## src/rtl/id_ctrl_sequencer.sv

```systemverilog
// id_ctrl_sequencer: registers the decoded control word into the ID/EX
// boundary, inserts bubbles on flush or hazard, and sequences the
// multi-cycle HI/LO multiply/divide unit. While a MULT/MULTU/DIV/DIVU is in
// flight, any further multiply/divide or MFHI/MFLO in ID is held back.
// Unrelated instructions keep flowing through.
module id_ctrl_sequencer #(
    parameter int                CTRL_W     = 20,
    parameter logic [CTRL_W-1:0] NOP_WORD   = {CTRL_W{1'b0}},
    parameter int                MUL_CYCLES = 4,
    parameter int                DIV_CYCLES = 32,
    parameter int                CNT_W      = $clog2(((MUL_CYCLES > DIV_CYCLES) ? MUL_CYCLES : DIV_CYCLES) + 1)
) (
    input  logic              i_clk,
    input  logic              i_reset,
    input  logic              i_valid,
    input  logic [5:0]        i_op,
    input  logic [5:0]        i_funct,
    input  logic [CTRL_W-1:0] i_ctrl_regs,
    input  logic              i_flush,
    input  logic              i_ex_stall,
    output logic [CTRL_W-1:0] o_ctrl_regs,
    output logic              o_valid,
    output logic              o_md_start,
    output logic [1:0]        o_md_op,
    output logic              o_md_busy,
    output logic              o_md_done,
    output logic              o_stall_id
);

    typedef enum logic [0:0] {
        ST_IDLE = 1'b0,
        ST_BUSY = 1'b1
    } state_e;

    localparam logic [5:0] OP_SPECIAL = 6'h00;
    localparam logic [5:0] FN_MFHI    = 6'h10;
    localparam logic [5:0] FN_MFLO    = 6'h12;
    localparam logic [5:0] FN_MULT    = 6'h18;
    localparam logic [5:0] FN_MULTU   = 6'h19;
    localparam logic [5:0] FN_DIV     = 6'h1A;
    localparam logic [5:0] FN_DIVU    = 6'h1B;

    localparam logic [CNT_W-1:0] MUL_LOAD = CNT_W'(MUL_CYCLES - 1);
    localparam logic [CNT_W-1:0] DIV_LOAD = CNT_W'(DIV_CYCLES - 1);
    localparam logic [CNT_W-1:0] CNT_ONE  = CNT_W'(1);
    localparam logic [CNT_W-1:0] CNT_ZERO = {CNT_W{1'b0}};

    state_e              state_q, state_d;
    logic [CNT_W-1:0]    cnt_q, cnt_d;
    logic [CTRL_W-1:0]   ctrl_q, ctrl_d;
    logic                valid_q, valid_d;
    logic                start_q, start_d;
    logic [1:0]          md_op_q, md_op_d;

    logic                is_muldiv_s;
    logic                is_hilo_s;
    logic                hazard_s;
    logic                load_s;
    logic                issue_s;

    // Classify the ID instruction as a multiply/divide or a HI/LO read.
    always_comb begin
        is_muldiv_s = 1'b0;
        is_hilo_s   = 1'b0;
        if (i_op == OP_SPECIAL) begin
            case (i_funct)
                FN_MULT, FN_MULTU, FN_DIV, FN_DIVU: is_muldiv_s = 1'b1;
                FN_MFHI, FN_MFLO:                   is_hilo_s   = 1'b1;
                default: begin
                    is_muldiv_s = 1'b0;
                    is_hilo_s   = 1'b0;
                end
            endcase
        end else begin
            is_muldiv_s = 1'b0;
            is_hilo_s   = 1'b0;
        end
    end

    // Hazard, stall and load qualification; a flush wins over a hazard stall.
    always_comb begin
        hazard_s   = i_valid & (is_muldiv_s | is_hilo_s) & (state_q == ST_BUSY);
        o_stall_id = i_ex_stall | (hazard_s & ~i_flush);
        load_s     = ~i_ex_stall & i_valid & ~i_flush & ~hazard_s;
        issue_s    = load_s & is_muldiv_s;
    end

    // Next-state for the ID/EX register and the HI/LO sequencing FSM.
    always_comb begin
        ctrl_d  = ctrl_q;
        valid_d = valid_q;
        start_d = 1'b0;
        md_op_d = md_op_q;
        state_d = state_q;
        cnt_d   = cnt_q;

        if (i_ex_stall) begin
            ctrl_d  = ctrl_q;
            valid_d = valid_q;
        end else if (load_s) begin
            ctrl_d  = i_ctrl_regs;
            valid_d = 1'b1;
        end else begin
            ctrl_d  = NOP_WORD;
            valid_d = 1'b0;
        end

        // The busy counter runs independently of stalls and flushes.
        case (state_q)
            ST_IDLE: begin
                if (issue_s) begin
                    start_d = 1'b1;
                    md_op_d = i_funct[1:0];
                    cnt_d   = i_funct[1] ? DIV_LOAD : MUL_LOAD;
                    state_d = ST_BUSY;
                end else begin
                    state_d = ST_IDLE;
                end
            end
            ST_BUSY: begin
                if (cnt_q == CNT_ZERO) begin
                    state_d = ST_IDLE;
                end else begin
                    cnt_d   = cnt_q - CNT_ONE;
                end
            end
            default: begin
                state_d = ST_IDLE;
                cnt_d   = CNT_ZERO;
            end
        endcase
    end

    // State and output registers with asynchronous active-low reset.
    always_ff @(posedge i_clk or negedge i_reset) begin
        if (!i_reset) begin
            state_q <= ST_IDLE;
            cnt_q   <= CNT_ZERO;
            ctrl_q  <= NOP_WORD;
            valid_q <= 1'b0;
            start_q <= 1'b0;
            md_op_q <= 2'b00;
        end else begin
            state_q <= state_d;
            cnt_q   <= cnt_d;
            ctrl_q  <= ctrl_d;
            valid_q <= valid_d;
            start_q <= start_d;
            md_op_q <= md_op_d;
        end
    end

    assign o_ctrl_regs = ctrl_q;
    assign o_valid     = valid_q;
    assign o_md_start  = start_q;
    assign o_md_op     = md_op_q;
    assign o_md_busy   = (state_q == ST_BUSY);
    assign o_md_done   = (state_q == ST_BUSY) & (cnt_q == CNT_ZERO);

endmodule

```

## config.mk

```make
export PLATFORM = sky130hd
export DESIGN_NAME = id_ctrl_sequencer
export DESIGN_NICKNAME = d
export VERILOG_FILES = /design/src/rtl/id_ctrl_sequencer.sv
export SDC_FILE = /design/constraint.sdc
export NUM_CORES = 1
export LEC_CHECK = 0
export BUFFER_PORTS_ARGS = -buffer_cell sky130_fd_sc_hd__buf_2
export CAP_MARGIN = 20
export CORE_MARGIN = 4
export CORE_UTILIZATION = 48
export DETAILED_ROUTE_END_ITERATION = 10
export PLACE_DENSITY = 0.8
export SLEW_MARGIN = 20
export SYNTH_ARGS = -nofsm -noshare
export SYNTH_HDL_FRONTEND = slang
export SYNTH_SLANG_ARGS = --single-unit
```

## constraint.sdc

```tcl
create_clock -name i_clk -period 3.95 [get_ports i_clk]
set_clock_uncertainty 0.1 [all_clocks]
set_input_delay 0.395 -clock i_clk [delete_from_list [all_inputs] [get_ports i_clk]]
set_output_delay 0.395 -clock i_clk [all_outputs]
set_load 0.01 [all_outputs]
```

==> impl_metrics.py <==
metrics = {
    "sta": {
        "tns_ns": 0,
        "hold_viol": 1,
        "setup_viol": 0,
        "fmax_ghz": 0.422,
        "period_minus_slack_ns": 2.37,
        "holdWs_ns": -0.00668,
        "rsz0062_at_grt": "false",
        "worstMarginPinSlew_ns": 0.729,
        "drv_slew": 0,
        "post-route-period-util": 0.600,
        "worst_slack_ns": 1.58,
        "max-slew-margin-rel": 0.514,
    },
    "yosys": {
        "synth_nets": 139,
        "syn_area_sq_mm": 0.00131,
        "syn_inst": 101,
        "synth-seq-cells": 31,
        "yosys_warnings": 0,
        "ys_types": 32,
        "synth-seq-area-share": 0.594,
        "syn_avg_cell_area_sq_um": 12.9,
    },
    "critical_path": {
        "critPathRequiredTime_ns": 3.45,
        "cp-end-kind": "output pin",
        "regToRegStartpoint": "o_md_busy$_DFF_PN0_",
        "cp-start-kind": "register",
        "critPathMaxFanout": 4,
        "critical_path.top_delay_family": "simple AND/OR/NAND/NOR gates",
        "critPathMaxStageDelay_ns": 0.51,
        "critical_path_arrival_ns": 1.88,
        "r2r_slack_ns": 1.96,
        "critical_path.cell_chain": "inv_1 > ha_1 > or4b_4 > nor2_1 > and2_1 > buf_2",
        "ff2ff_path_depth": 4,
        "worstSetupPathType": "register to output pin",
        "slowest_stage": "or4b_4",
        "critPathBufInv": 2,
        "r2r_end": "o_ctrl_regs[6]$_DFFE_PN0N_",
    },
    "detailed_routing": {
        "drc": 0,
        "drt_iter0_drc": 41,
        "antenna_left": 0,
        "vias_per_cell": 5.56,
        "wl_per_cell_um": 15.0,
        "wl_um": 2930,
        "vias": 1089,
        "first_pass_iters": 4,
    },
    "clocking": {
        "path_clk_slew_ns": 0.09,
        "cts.sink_count": 31,
        "cts_buffer_depth": 2,
        "hold_buffers": 0,
        "numCtsBuffers": 5,
        "clock_latency_ns": 0.32,
        "cts-root-buf": "clkbuf_4",
        "post_cts_buffers": 0,
        "cts_tree": "yes",
        "ctsResizeCount": 0,
        "h-tree-depth": 2,
    },
    "final_layout": {
        "seqCellArea_sq_um": 776,
        "final_util": 0.673,
        "layout-drive-gt1-share": 0.464,
        "multi_input_area_sq_um": 497,
        "diodes": 0,
        "area_delta_synth_final_pct": 31.0,
        "fin_nets": 204,
        "final_cell_mix": "buf_2, dfrtp_1, a22o_1",
        "final_common_cell": "buf_2",
        "fillers": 201,
    },
    "power_and_ir_drop": {
        "power_frac_comb": 0.257,
        "p_leak_uw": 0.000955,
        "power_density_mw_per_mm2": 514,
        "pwr-share-seq": 0.481,
        "clkPwrFrac": 0.261,
        "power.switching_uw": 266,
        "irDropWorstVdd_mv": 0.378,
        "power.internal_uw": 614,
        "switching_share": 0.302,
    },
    "floorplan": {
        "dieWidth_um": 60.2,
        "dieArea_sq_mm": 0.00362,
        "coreArea_sq_mm": 0.00254,
        "ioPinCount": 64,
        "die_h_um": 60.2,
        "std_cell_rows": 18,
        "initial_core_util": 0.513,
    },
    "placed_design": {
        "gp_congestion": 0.882,
        "dp_hpwl_um": 2200,
        "dpl_worst_slack_ns": 1.92,
        "io_buffer_count": 63,
    },
    "status": {
        "failed_checks": "negative hold slack",
        "status": "finished, violations left",
    },
    "global_route": {
        "grt_pass1_vias": 1002,
        "grt_pass1_wl_um": 4380,
        "antenna_found_initial": 0,
        "grt_max_degree": 32,
        "track_usage": 0.169,
        "grt_overflow_total": 0,
    },
    "flow_run": {
        "max-cap-violations": 0,
    },
    "hold_path": {
        "min_path_type": "input port to asynchronous set/reset pin",
    },
}
## sequential cells by signal, indices dropped and copies added (netlist names)
| name | flops |
|---|---|
| cnt_q | 6 |
| o_ctrl_regs | 20 |
| o_md_busy | 1 |
| o_md_op | 2 |
| o_md_start | 1 |
| o_valid | 1 |
## synth_stat cells, drive strengths merged
cell type / instances / area share
a22o: 20 / 0.13
a211oi: 1 / 0.0057
nand4: 1 / 0.0048
dfrtp: 31 / 0.59
nor4bb: 1 / 0.0077
o21bai: 1 / 0.0057
and2: 3 / 0.014
o2111ai: 2 / 0.013
mux2i: 1 / 0.0077
nor4: 1 / 0.0096
xor2: 1 / 0.0067
a211o: 2 / 0.013
or4b: 1 / 0.011
inv: 4 / 0.011
a32o: 1 / 0.0077
clkbuf: 5 / 0.014
or2b: 1 / 0.0057
nand2: 1 / 0.0048
mux2: 2 / 0.020
a21o: 2 / 0.011
nor2: 5 / 0.014
ha: 1 / 0.0096
nor3b: 4 / 0.023
nor3: 1 / 0.0038
nor4b: 1 / 0.0067
o21ai: 6 / 0.034
nand2b: 1 / 0.0048
## how the worst max path moves through the flow
stage	startpoint	endpoint	slack, ns	cells past startpoint
after global placement	cnt_q[0]$_DFFE_PN0P_	o_md_done	1.96	6
after global routing	cnt_q[0]$_DFFE_PN0P_	o_md_done	1.47	6
after CTS	cnt_q[0]$_DFFE_PN0P_	o_md_done	1.55	6
after detailed placement	cnt_q[0]$_DFFE_PN0P_	o_md_done	1.92	6
after floorplan	cnt_q[0]$_DFFE_PN0P_	o_md_done	2.05	5
final	cnt_q[0]$_DFFE_PN0P_	o_md_done	1.58	6
## kinds of logic (layout without fill, tap and decap cells)
logic type | Yosys count | count (layout) | synth area share
fa+ha+maj | 1 | 1 | 0.00958
mux | 3 | 3 | 0.0278
xor+xnor | 1 | 1 | 0.00671
buf+inv | 9 | 74 | 0.0259
simple gates | 21 | 21 | 0.110
compound gates | 35 | 35 | 0.226
flops | 31 | 31 | 0.594
## area by class of cell
cell class | instances | area share
Clock buffer | 6 | 0.0241
Multi-Input combinational cell | 61 | 0.290
Inverter | 4 | 0.00877
Clock inverter | 1 | 0.0175
Tap cell | 30 | 0.0219
Sequential cell | 31 | 0.453
Timing Repair Buffer | 63 | 0.184
## stage by stage
stage | cell area [sq um] | total power, uW | hold WS (ns) | std cells
final | 1710 | 880 | -0.00668 | 196
after global routing | 1710 | 939 | 0.0312 | 196
after CTS | 1710 | 890 | 0.00563 | 196
after detailed placement | 1640 | 657 | 0.361 | 189
after global placement | 1640 | 646 | 0.360 | 189
after floorplan | 1310 | 580 | -0.000591 | 101
## worst reg2reg max path, cell delays in order (launching register included)
cell and delay (ns):
dfrtp_1 0.61, nor4bb_1 0.29, o2111ai_1 0.17, and2_1 0.43, a22o_1 0.29
## power groups by stage
stage                     Sequential, uW  Combinational, uW  Clock (uW)
after floorplan                      415                165           0
after global routing                 431                255         252
after detailed placement             429                228           0
after CTS                            423                229         238
after global placement               426                220           0
final                                423                226         230
## layer usage
metal | vias to the layer above | global-route usage | wire, um
li1 | 517 | - | -
met1 | 516 | 0.204 | 1160
met2 | 49 | 0.250 | 1370
met3 | 7 | 0.0799 | 339
met4 | 0 | 0.0886 | 58
met5 | - | 0 | 0
(Power assumes the default switching activity.)
